## src/rtl/sequenced_controller.sv

```systemverilog
// Main control FSM: opcode decode, memory wait, halt drain,
// illegal-opcode tracking and a saturating issue counter.
module sequenced_controller #(
  parameter int MEM_MODE     = 0,
  parameter int MEM_WAIT     = 2,
  parameter int WAIT_TIMEOUT = 64,
  parameter int DRAIN_DEPTH  = 4,
  parameter int CNT_W        = 32
) (
  input  logic             clk,
  input  logic             reset,
  input  logic [6:0]       Opcode,
  input  logic             Valid,
  input  logic             MemAck,
  output logic [1:0]       ALUOp,
  output logic             ALUSrc,
  output logic             MemRead,
  output logic             MemWrite,
  output logic             MemToReg,
  output logic             RegWrite,
  output logic             Branch,
  output logic             JALSel,
  output logic             JALRSel,
  output logic [1:0]       RWSel,
  output logic             Halt,
  output logic             Stall,
  output logic             Halted,
  output logic             IllegalOp,
  output logic             IllegalSeen,
  output logic             MemTimeout,
  output logic [CNT_W-1:0] InstrCount
);

  localparam logic [6:0] OP_LOAD   = 7'b0000011;
  localparam logic [6:0] OP_STORE  = 7'b0100011;
  localparam logic [6:0] OP_R      = 7'b0110011;
  localparam logic [6:0] OP_I      = 7'b0010011;
  localparam logic [6:0] OP_LUI    = 7'b0110111;
  localparam logic [6:0] OP_BRANCH = 7'b1100011;
  localparam logic [6:0] OP_JAL    = 7'b1101111;
  localparam logic [6:0] OP_JALR   = 7'b1100111;
  localparam logic [6:0] OP_AUIPC  = 7'b0010111;
  localparam logic [6:0] OP_HALT   = 7'b1110101;

  localparam logic [7:0] MW_LAST = 8'(MEM_WAIT - 1);
  localparam logic [7:0] TO_LAST = 8'(WAIT_TIMEOUT - 1);
  localparam logic [7:0] DR_LAST = 8'(DRAIN_DEPTH - 1);
  localparam bit MEM_STALL = (MEM_MODE != 0) || (MEM_WAIT != 0);

  typedef enum logic [1:0] {
    RUN, MEMWAIT, DRAIN, HALTED
  } state_e;

  state_e           state_q;
  logic [6:0]       op_q;
  logic [7:0]       cnt_q;
  logic             ill_seen_q;
  logic             tmo_q;
  logic [CNT_W-1:0] icnt_q;
  logic [CNT_W-1:0] icnt_d;
  logic [6:0]       dec_op;
  logic             legal;
  logic             issue;
  logic             ctl_en;
  logic             is_mem;

  assign legal = Opcode inside {OP_LOAD, OP_STORE, OP_R,
                                OP_I, OP_LUI, OP_BRANCH,
                                OP_JAL, OP_JALR, OP_AUIPC,
                                OP_HALT};

  // Opcode/Valid are only live in RUN; reset gates them off.
  assign issue     = !reset && state_q == RUN && Valid && legal;
  assign IllegalOp = !reset && state_q == RUN && Valid && !legal;
  assign ctl_en    = issue || (!reset && state_q == MEMWAIT);
  assign dec_op    = (state_q == MEMWAIT) ? op_q : Opcode;
  assign is_mem    = Opcode == OP_LOAD || Opcode == OP_STORE;

  assign Stall       = state_q != RUN;
  assign Halted      = state_q == HALTED;
  assign IllegalSeen = ill_seen_q;
  assign MemTimeout  = tmo_q;
  assign InstrCount  = icnt_q;

  assign icnt_d = (icnt_q == '1) ? icnt_q
                                 : icnt_q + CNT_W'(1);

  always_comb begin
    ALUOp    = 2'b00;
    ALUSrc   = 1'b0;
    MemRead  = 1'b0;
    MemWrite = 1'b0;
    MemToReg = 1'b0;
    RegWrite = 1'b0;
    Branch   = 1'b0;
    JALSel   = 1'b0;
    JALRSel  = 1'b0;
    RWSel    = 2'b00;
    Halt     = 1'b0;
    if (ctl_en) begin
      case (dec_op)
        OP_LOAD: begin
          ALUSrc   = 1'b1;
          MemRead  = 1'b1;
          MemToReg = 1'b1;
          RegWrite = 1'b1;
        end
        OP_STORE: begin
          ALUSrc   = 1'b1;
          MemWrite = 1'b1;
        end
        OP_R: begin
          ALUOp    = 2'b10;
          RegWrite = 1'b1;
        end
        OP_I: begin
          ALUOp    = 2'b10;
          ALUSrc   = 1'b1;
          RegWrite = 1'b1;
        end
        OP_LUI: begin
          ALUOp    = 2'b11;
          ALUSrc   = 1'b1;
          RegWrite = 1'b1;
        end
        OP_BRANCH: begin
          ALUOp  = 2'b01;
          Branch = 1'b1;
        end
        OP_JAL: begin
          ALUOp    = 2'b11;
          RegWrite = 1'b1;
          JALSel   = 1'b1;
          RWSel    = 2'b01;
        end
        OP_JALR: begin
          ALUOp    = 2'b11;
          RegWrite = 1'b1;
          JALRSel  = 1'b1;
          RWSel    = 2'b01;
        end
        OP_AUIPC: begin
          RegWrite = 1'b1;
          RWSel    = 2'b11;
        end
        OP_HALT: Halt = 1'b1;
        default: ;
      endcase
    end
  end

  always_ff @(posedge clk or posedge reset) begin
    if (reset) begin
      state_q    <= RUN;
      op_q       <= '0;
      cnt_q      <= '0;
      ill_seen_q <= 1'b0;
      tmo_q      <= 1'b0;
      icnt_q     <= '0;
    end else begin
      if (IllegalOp) ill_seen_q <= 1'b1;
      case (state_q)
        RUN: begin
          if (issue) begin
            icnt_q <= icnt_d;
            cnt_q  <= '0;
            if (is_mem) begin
              op_q <= Opcode;
              if (MEM_STALL) state_q <= MEMWAIT;
            end else if (Opcode == OP_HALT) begin
              if (DRAIN_DEPTH == 0) state_q <= HALTED;
              else                  state_q <= DRAIN;
            end
          end
        end
        MEMWAIT: begin
          if (MEM_MODE == 0) begin
            if (cnt_q == MW_LAST) state_q <= RUN;
            else                  cnt_q   <= cnt_q + 8'd1;
          end else if (MemAck) begin
            state_q <= RUN;
          end else if (cnt_q == TO_LAST) begin
            tmo_q   <= 1'b1;
            state_q <= HALTED;
          end else begin
            cnt_q <= cnt_q + 8'd1;
          end
        end
        DRAIN: begin
          if (cnt_q == DR_LAST) state_q <= HALTED;
          else                  cnt_q   <= cnt_q + 8'd1;
        end
        HALTED: ;
        default: state_q <= RUN;
      endcase
    end
  end

endmodule

```

## config.mk

```make
export PLATFORM = sky130hd
export DESIGN_NAME = sequenced_controller
export DESIGN_NICKNAME = d
export VERILOG_FILES = /design/src/rtl/sequenced_controller.sv
export SDC_FILE = /design/constraint.sdc
export NUM_CORES = 1
export LEC_CHECK = 0
export CAP_MARGIN = 20
export CORE_MARGIN = 8
export CORE_UTILIZATION = 30
export CTS_CLUSTER_SIZE = 25
export DETAILED_ROUTE_END_ITERATION = 10
export PLACE_DENSITY_LB_ADDON = 0.25
export SYNTH_ARGS = -nofsm -noshare
export SYNTH_HDL_FRONTEND = slang
export SYNTH_SLANG_ARGS = --single-unit
```

## constraint.sdc

```tcl
create_clock -name clk -period 4.8 [get_ports clk]
set_clock_uncertainty 0.05 [all_clocks]
set_input_delay 0.96 -clock clk [delete_from_list [all_inputs] [get_ports clk]]
set_output_delay 0.96 -clock clk [all_outputs]
set_load 0.005 [all_outputs]
```

==> results.txt, run 1 <==
status: complete, no violations
Leak Pwr: 1.615 nW
fraction of layout cells with a size suffix above 1: 0.08312
crit start category: input port
initial antenna violation count: 0
first-pass GRT wire length: 12.59 mm
post-synthesis simple-gate area fraction: 0.2752
main flop type after synthesis: dfrtp_1
largest family of logic cells by synthesized area: simple AND/OR/NAND/NOR gates
count leader, synth: dfrtp_1
Compound-Gate Fraction of Synth Area: 0.09494
ys async rst share: 1.000
All-Layer GR Usage: 0.1160
post-synth design cell area: 0.002992 sq mm
Fmax: 218.6 MHz
CP max stage delay: 0.56 ns
CTS buffer count: 5
DP Worst Slack: 0.01086 ns
CTS root buf: clkbuf_8
CTS H-tree depth: 2
final-layout fill cell count: 1019
Post-CTS Setup Inserts: 0
CP max FO: 8
post-layout min period: 4.574 ns
Yosys warning total: 0
placed cell areas: 0.003759 sq mm
vias per cell: 5.066
number of port buffers: 58
Netlist cell types: 51
critical path arrival: 3.56 ns
Die W: 115.9 um
fin. max-slew vios: 0
Yosys reg bits: 50
Tcrit/Tclk final: 0.9529
largest net degree at the start of global routing: 52
nets: 402
Routed WL per cell: 15.01 um
row count: 36
HPWL Detailed: 5.673 mm
most numerous cell on the critical path: clkdlybuf4s50_1
Worst slew margin: 0.3895
CP cell instances: clkdlybuf4s50_1 -> nand2_1 -> or4_1 -> a31oi_2 -> a21oi_2 -> buf_4 -> nor4_1 -> clkdlybuf4s50_1
Setup TNS: 0 ns
Finished Cell Area: 0.003894 sq mm
CP endpoint kind: output port
Peak VDD IR: 0.0001214 V
diodes inserted: 0
Syn Area/Cell: 9.349 sq um
mux cell area share after synthesis: 0.05312
Area contributors post-synth: dfrtp_1 42%, xnor2_1 7.0%, nand4_1 4.2%, nand3_1 4.0%, ha_1 2.9%
top cells by count, synth: 50 x dfrtp_1, 24 x nand3_1, 24 x xnor2_1
Starting Density: 0.3075
Synth Area in Adders: 0.02928
final setup vio count: 0
PwrDens: 193.7 mW/mm^2
Skew-Pair Late Insertion Delay: 0.30 ns
cell family with most CP delay: buffers and inverters
RSZ-0062 raised after global routing: false
DRT iter0 DRCs: 128
area occupied by multi-input gates: 0.001652 sq mm
Synth Area in XOR/XNOR: 0.09076
clock sinks: 50
post-synthesis sequential area ratio: 0.4182
FF+latch area: 0.001251 sq mm
Non-Filler Instances: 518
Post-synth EDFFs: 0
GRT overflow: 0
Via Count: 2624
Routed Antenna Nets: 0
die footprint: 0.01342 sq mm
post-synth top area share: 0.4182
GP Congestion: 0.8717
Synth-to-Final Area Change: 30.15%
setup ws final: 0.2263 ns
Routed WL: 7.776 mm
DRC: 0
r2r setup slk: 2.13 ns
Slowest-stage cell, CP: or4_1
num ports: 61
TritonCTS clock tree: built
hold buffer count at cts: 0
cells after synthesis: 320
Worst-Margin Slew: 0.9073 ns
cell type with the highest aggregate area in the netlist: dfrtp_1
total of max-cap violations: 0
Max Root-Sink Buffers: 2
Die H: 115.9 um
vias in the first global route: 2541
Hold Crit Class: reg2reg
Inst Count DP: 510
Pre-Repair DR Iteration Count: 5
CP Class: in2out
Req. time, crit path: 3.79 ns
buffers and inverters on the worst path: 3
Clock transition at path regs: 0.09 ns
Std-Cell Core Area: 0.009729 sq mm
Hold Fails Final Rpt: 0
Mapped Nets: 338
## metal layers
layer / global-route usage / wire length (um) / part of all wire
met1: 0.1476 / 3640 / 0.47
met2: 0.1830 / 3454 / 0.44
met3: 0.03648 / 590 / 0.076
met4: 0.03544 / 91 / 0.012
met5: 0 / 0 / 0
## logic make-up (layout without fill, tap and decap cells)
group           Yosys count  count (layout)
fa+ha+maj                 7               7
compound gates           43              43
mux                      15              15
simple gates            146             146
xor+xnor                 31              31
flops                    50              50
other cells               1               1
buf+inv                  27              92
## cell type report
cell class / instances / share of cell area
well taps: 133 / 0.04274
clock buffers: 6 / 0.01864
multi-input cells: 243 / 0.4242
inverters: 17 / 0.01639
flip-flops and latches: 50 / 0.3213
clock inverters: 2 / 0.009640
repair buffers: 67 / 0.1671
## worst paths after layout
path                                      startpoint                   endpoint  cells past startpoint
max                                        Opcode[1]                   RWSel[1]                      8
min in group asynchronous                      reset        op_q[0]$_DFFE_PP0P_                      3
max in group asynchronous                      reset  InstrCount[4]$_DFFE_PP0P_                      3
min                          IllegalSeen$_DFFE_PP0P_    IllegalSeen$_DFFE_PP0P_                      1
max reg2reg                InstrCount[4]$_DFFE_PP0P_  InstrCount[1]$_DFFE_PP0P_                      5
min reg2reg                  IllegalSeen$_DFFE_PP0P_    IllegalSeen$_DFFE_PP0P_                      1
## flip-flops by register name, indices dropped and copies added (netlist names)
register / count
cnt_q: 8
state_q: 2
IllegalSeen: 1
InstrCount: 32
op_q: 7
## layout by cell type (no fill, tap or decap), types with 2 or more instances in the layout
| master | synthesis | final |
|---|---|---|
| clkdlybuf4s50_1 | 0 | 57 |
| dfrtp_1 | 50 | 50 |
| xnor2_1 | 24 | 24 |
| nand3_1 | 24 | 24 |
| nand2_1 | 23 | 23 |
| nand4_1 | 20 | 20 |
| inv_1 | 17 | 16 |
| nor3_1 | 16 | 16 |
| nor4_1 | 12 | 11 |
| nor2_1 | 10 | 10 |
| o21ai_0 | 9 | 9 |
| buf_4 | 2 | 9 |
| and3_1 | 8 | 8 |
| mux2i_1 | 8 | 8 |
| a21oi_1 | 9 | 8 |
| xor2_1 | 7 | 7 |
| ha_1 | 7 | 7 |
| nor2b_1 | 5 | 5 |
| mux2_2 | 5 | 5 |
| o211ai_1 | 5 | 5 |
| clkbuf_8 | 0 | 5 |
| or4_1 | 3 | 3 |
| a31oi_1 | 4 | 3 |
| and4_1 | 3 | 3 |
| or2_2 | 3 | 3 |
| nand2b_1 | 3 | 3 |
| nor3b_1 | 3 | 3 |
| and2_1 | 2 | 2 |
| nor4_2 | 1 | 2 |
| or3_1 | 2 | 2 |
| o22ai_1 | 2 | 2 |
| o2bb2ai_1 | 2 | 2 |
| a21boi_0 | 2 | 2 |
| mux2_1 | 2 | 2 |
| o21a_1 | 2 | 2 |
| nor4b_1 | 2 | 2 |
## power breakdown
group | switching, mW | internal [mW] | leakage [nW] | total, mW
logic | 0.0171 | 0.0104 | 0.921 | 0.0275
registers | 0 | 0.421 | 0.643 | 0.421
clock network | 0.150 | 0.156 | 0.0514 | 0.306
total | 0.167 | 0.587 | 1.62 | 0.754
## stage by stage
step	hold WS (ns)	power, mW	utilization
finish	0.4211	0.7540	0.4002
global route	0.4393	0.7802	0.4002
CTS	0.4270	0.7612	0.3978
detailed placement	0.4051	0.4572	0.3863
global placement	0.4048	0.4567	0.3863
floorplan	0.4041	0.4409	-
## timing repair
item | CTS | global route
setup endpoints to repair | 1 | 6
endpoints found under the hold margin | 0 | 0
gates resized for setup | 1 | 5
(Power assumes the default switching activity.)
==> run 2: changes to the inputs <==
--- a/config.mk
+++ b/config.mk
@@ -7,9 +7,10 @@
 export LEC_CHECK = 0
 export CAP_MARGIN = 20
 export CORE_MARGIN = 8
-export CORE_UTILIZATION = 30
+export CORE_UTILIZATION = 52
 export CTS_CLUSTER_SIZE = 25
 export DETAILED_ROUTE_END_ITERATION = 10
+export MAX_ROUTING_LAYER = met4
 export PLACE_DENSITY_LB_ADDON = 0.25
 export SYNTH_ARGS = -nofsm -noshare
 export SYNTH_HDL_FRONTEND = slang
==> run 2 against run 1 <==
  * Total power is 1.8% lower
  * Maximum frequency is 1.2% lower
  * Final cell count is 12% lower
==> results.txt, run 2 (synthesis results as in run 1) <==
TritonCTS clock tree: built
CTS root buf: clkbuf_8
Hold WS: 0.4504 ns (+0.02930 ns)
Skew-Pair Late Insertion Delay: 0.30 ns (about the same)
CP cell instances: clkdlybuf4s50_1 -> nand2_1 -> or4_1 -> a31oi_1 -> a21oi_1 -> buf_4 -> nor4_2 -> clkdlybuf4s50_1
largest net degree at the start of global routing: 52 (unchanged)
num ports: 61 (unchanged)
initial antenna violation count: 0 (unchanged)
first-pass GRT wire length: 12.16 mm (-3.4%)
CTS H-tree depth: 2 (unchanged)
HPWL Detailed: 5.427 mm (-4.3%)
Routed WL: 7.238 mm (-6.9%)
total of max-cap violations: 0 (unchanged)
clock group share of total power: 0.396 (-0.009)
Req. time, crit path: 3.79 ns (about the same)
fin. max-slew vios: 0 (unchanged)
crit start category: input port
Max Root-Sink Buffers: 2 (unchanged)
GRT overflow: 0 (unchanged)
Fmax: 216.1 MHz (-1.2%)
Starting Density: 0.5400 (+0.2325)
Seq pwr share: 0.568 (+0.010)
Die W: 91.85 um (-21%)
Peak VDD IR: 0.0001173 V (-3.4%)
Worst slew margin: 0.4674 (+0.07781)
Routed Antenna Nets: 0 (unchanged)
most numerous cell on the critical path: clkdlybuf4s50_1
commonest non-fill, non-tap cell in the layout: clkdlybuf4s50_1
Internal Pwr Total: 0.5866 mW (about the same)
CTS buffer count: 5 (unchanged)
cell family with most CP delay: buffers and inverters
most frequent cells in the layout: 58 x clkdlybuf4s50_1, 50 x dfrtp_1, 24 x xnor2_1, 24 x nand3_1, 23 x nand2_1
Leak Pwr: 1.601 nW (-0.91%)
Worst-Margin Slew: 0.7917 ns (-0.1156 ns)
DRC: 0 (unchanged)
Clock transition at path regs: 0.09 ns (about the same)
combinational share of power: 0.036 (about the same)
GP Congestion: 0.9055 (+3.9%)
final setup vio count: 0 (unchanged)
R2R Path Start: InstrCount[3]$_DFFE_PP0P_
Via Count: 2697 (+2.8%)
fin util: 0.6838 (+0.2836)
clock sinks: 50 (unchanged)
fraction of layout cells with a size suffix above 1: 0.07292 (-0.01020)
Pre-Repair DR Iteration Count: 4 (-1)
Net Switching: 0.1539 mW (-7.8%)
Setup TNS: 0 ns (unchanged)
Die H: 91.85 um (-21%)
Switching Fraction: 0.2079 (-0.01350)
hold buffer count at cts: 0 (unchanged)
post-layout min period: 4.629 ns (+0.05485 ns)
Hold Fails Final Rpt: 0 (unchanged)
nets: 401 (-0.25%)
DRT iter0 DRCs: 97 (-24%)
CP max stage delay: 0.59 ns (+0.03 ns)
Std-Cell Core Area: 0.005540 sq mm (-43%)
CP endpoint kind: output port
die footprint: 0.008436 sq mm (-37%)
Routed WL per cell: 15.87 um (+5.7%)
diodes inserted: 0 (unchanged)
CP max FO: 11 (+3)
Slowest-stage cell, CP: or4_1
Hold Crit Class: reg2reg
number of port buffers: 58 (unchanged)
status: complete, no violations
vias in the first global route: 2635 (+3.7%)
RSZ-0062 raised after global routing: false
final-layout fill cell count: 461 (-55%)
critical path arrival: 3.62 ns (+0.06 ns)
PwrDens: 195.5 mW/mm^2 (+0.94%)
Synth-to-Final Area Change: 26.64%
HP Start: InstrCount[10]$_DFFE_PP0P_
max FFs per register: 32 (unchanged)
vias per cell: 5.914 (+17%)
All-Layer GR Usage: 0.1762 (+0.06022)
Critical path origin: Opcode[1]
buffers and inverters on the worst path: 3 (unchanged)
CP Class: in2out
Tcrit/Tclk final: 0.9643 (+0.01143)
row count: 27 (-25%)
[run 2: area by class of cell]
cell class,count,area [sq um],area share
Clock buffer,6,72.57,0.01915
Timing Repair Buffer,66,638.1,0.1684
Tap cell,72,90.09,0.02378
Clock inverter,2,37.54,0.009908
Multi-Input combinational cell,243,1635,0.4316
Sequential cell,50,1251,0.3303
Inverter,17,63.81,0.01684
[run 2: layer usage]
metal | track usage | wire length [um] | vias up
met4 | 0.05503 | 100 | 0
met3 | 0.03749 | 438 | 12
li1 | - | - | 1295
met2 | 0.2878 | 3481 | 88
met1 | 0.2128 | 3218 | 1302
met5 | - | 0 | -
[run 2: path summary, 6_finish.rpt]
check,end,slack (ns),cells past startpoint
worst max-delay path,MemRead,0.17,8
worst min-delay path,InstrCount[10]$_DFFE_PP0P_,0.45,1
worst max register to register,InstrCount[1]$_DFFE_PP0P_,2.21,5
worst min register to register,InstrCount[10]$_DFFE_PP0P_,0.45,1
max in group asynchronous,op_q[6]$_DFFE_PP0P_,3.16,3
min in group asynchronous,state_q[0]$_DFFE_PP0P_,1.11,3
[run 2: stage by stage]
stage | std cells | setup WS [ns] | cell area [sq um] | total power, mW
after floorplan | 320 | 0.2422 | 2992 | 0.4409
after global placement | 447 | 0.1657 | 3667 | 0.4558
after detailed placement | 447 | 0.1394 | 3667 | 0.4560
after CTS | 455 | 0.1111 | 3777 | 0.7466
after global routing | 456 | 0.01003 | 3789 | 0.7708
final | 456 | 0.1715 | 3789 | 0.7406
[run 2: power groups by stage]
stage | registers (mW) | clock network (mW) | logic (mW)
after floorplan | 0.429 | 0 | 0.0116
after global placement | 0.429 | 0 | 0.0266
after detailed placement | 0.429 | 0 | 0.0268
after CTS | 0.421 | 0.299 | 0.0268
after global routing | 0.421 | 0.320 | 0.0297
final | 0.421 | 0.293 | 0.0263
[run 2: repair_timing]
action	CTS	global route
endpoints found under the setup margin	0	2
buffers inserted	0	0
gates resized for setup	0	1
==> run 3: changes to the inputs <==
--- a/config.mk
+++ b/config.mk
@@ -10,6 +10,7 @@
 export CORE_UTILIZATION = 52
 export CTS_CLUSTER_SIZE = 25
 export DETAILED_ROUTE_END_ITERATION = 10
+export GPL_ROUTABILITY_DRIVEN = 1
 export MAX_ROUTING_LAYER = met4
 export PLACE_DENSITY_LB_ADDON = 0.25
 export SYNTH_ARGS = -nofsm -noshare
==> results of run 3 <==
No change in the layout: final DEF, timing and power equal those of run 2.
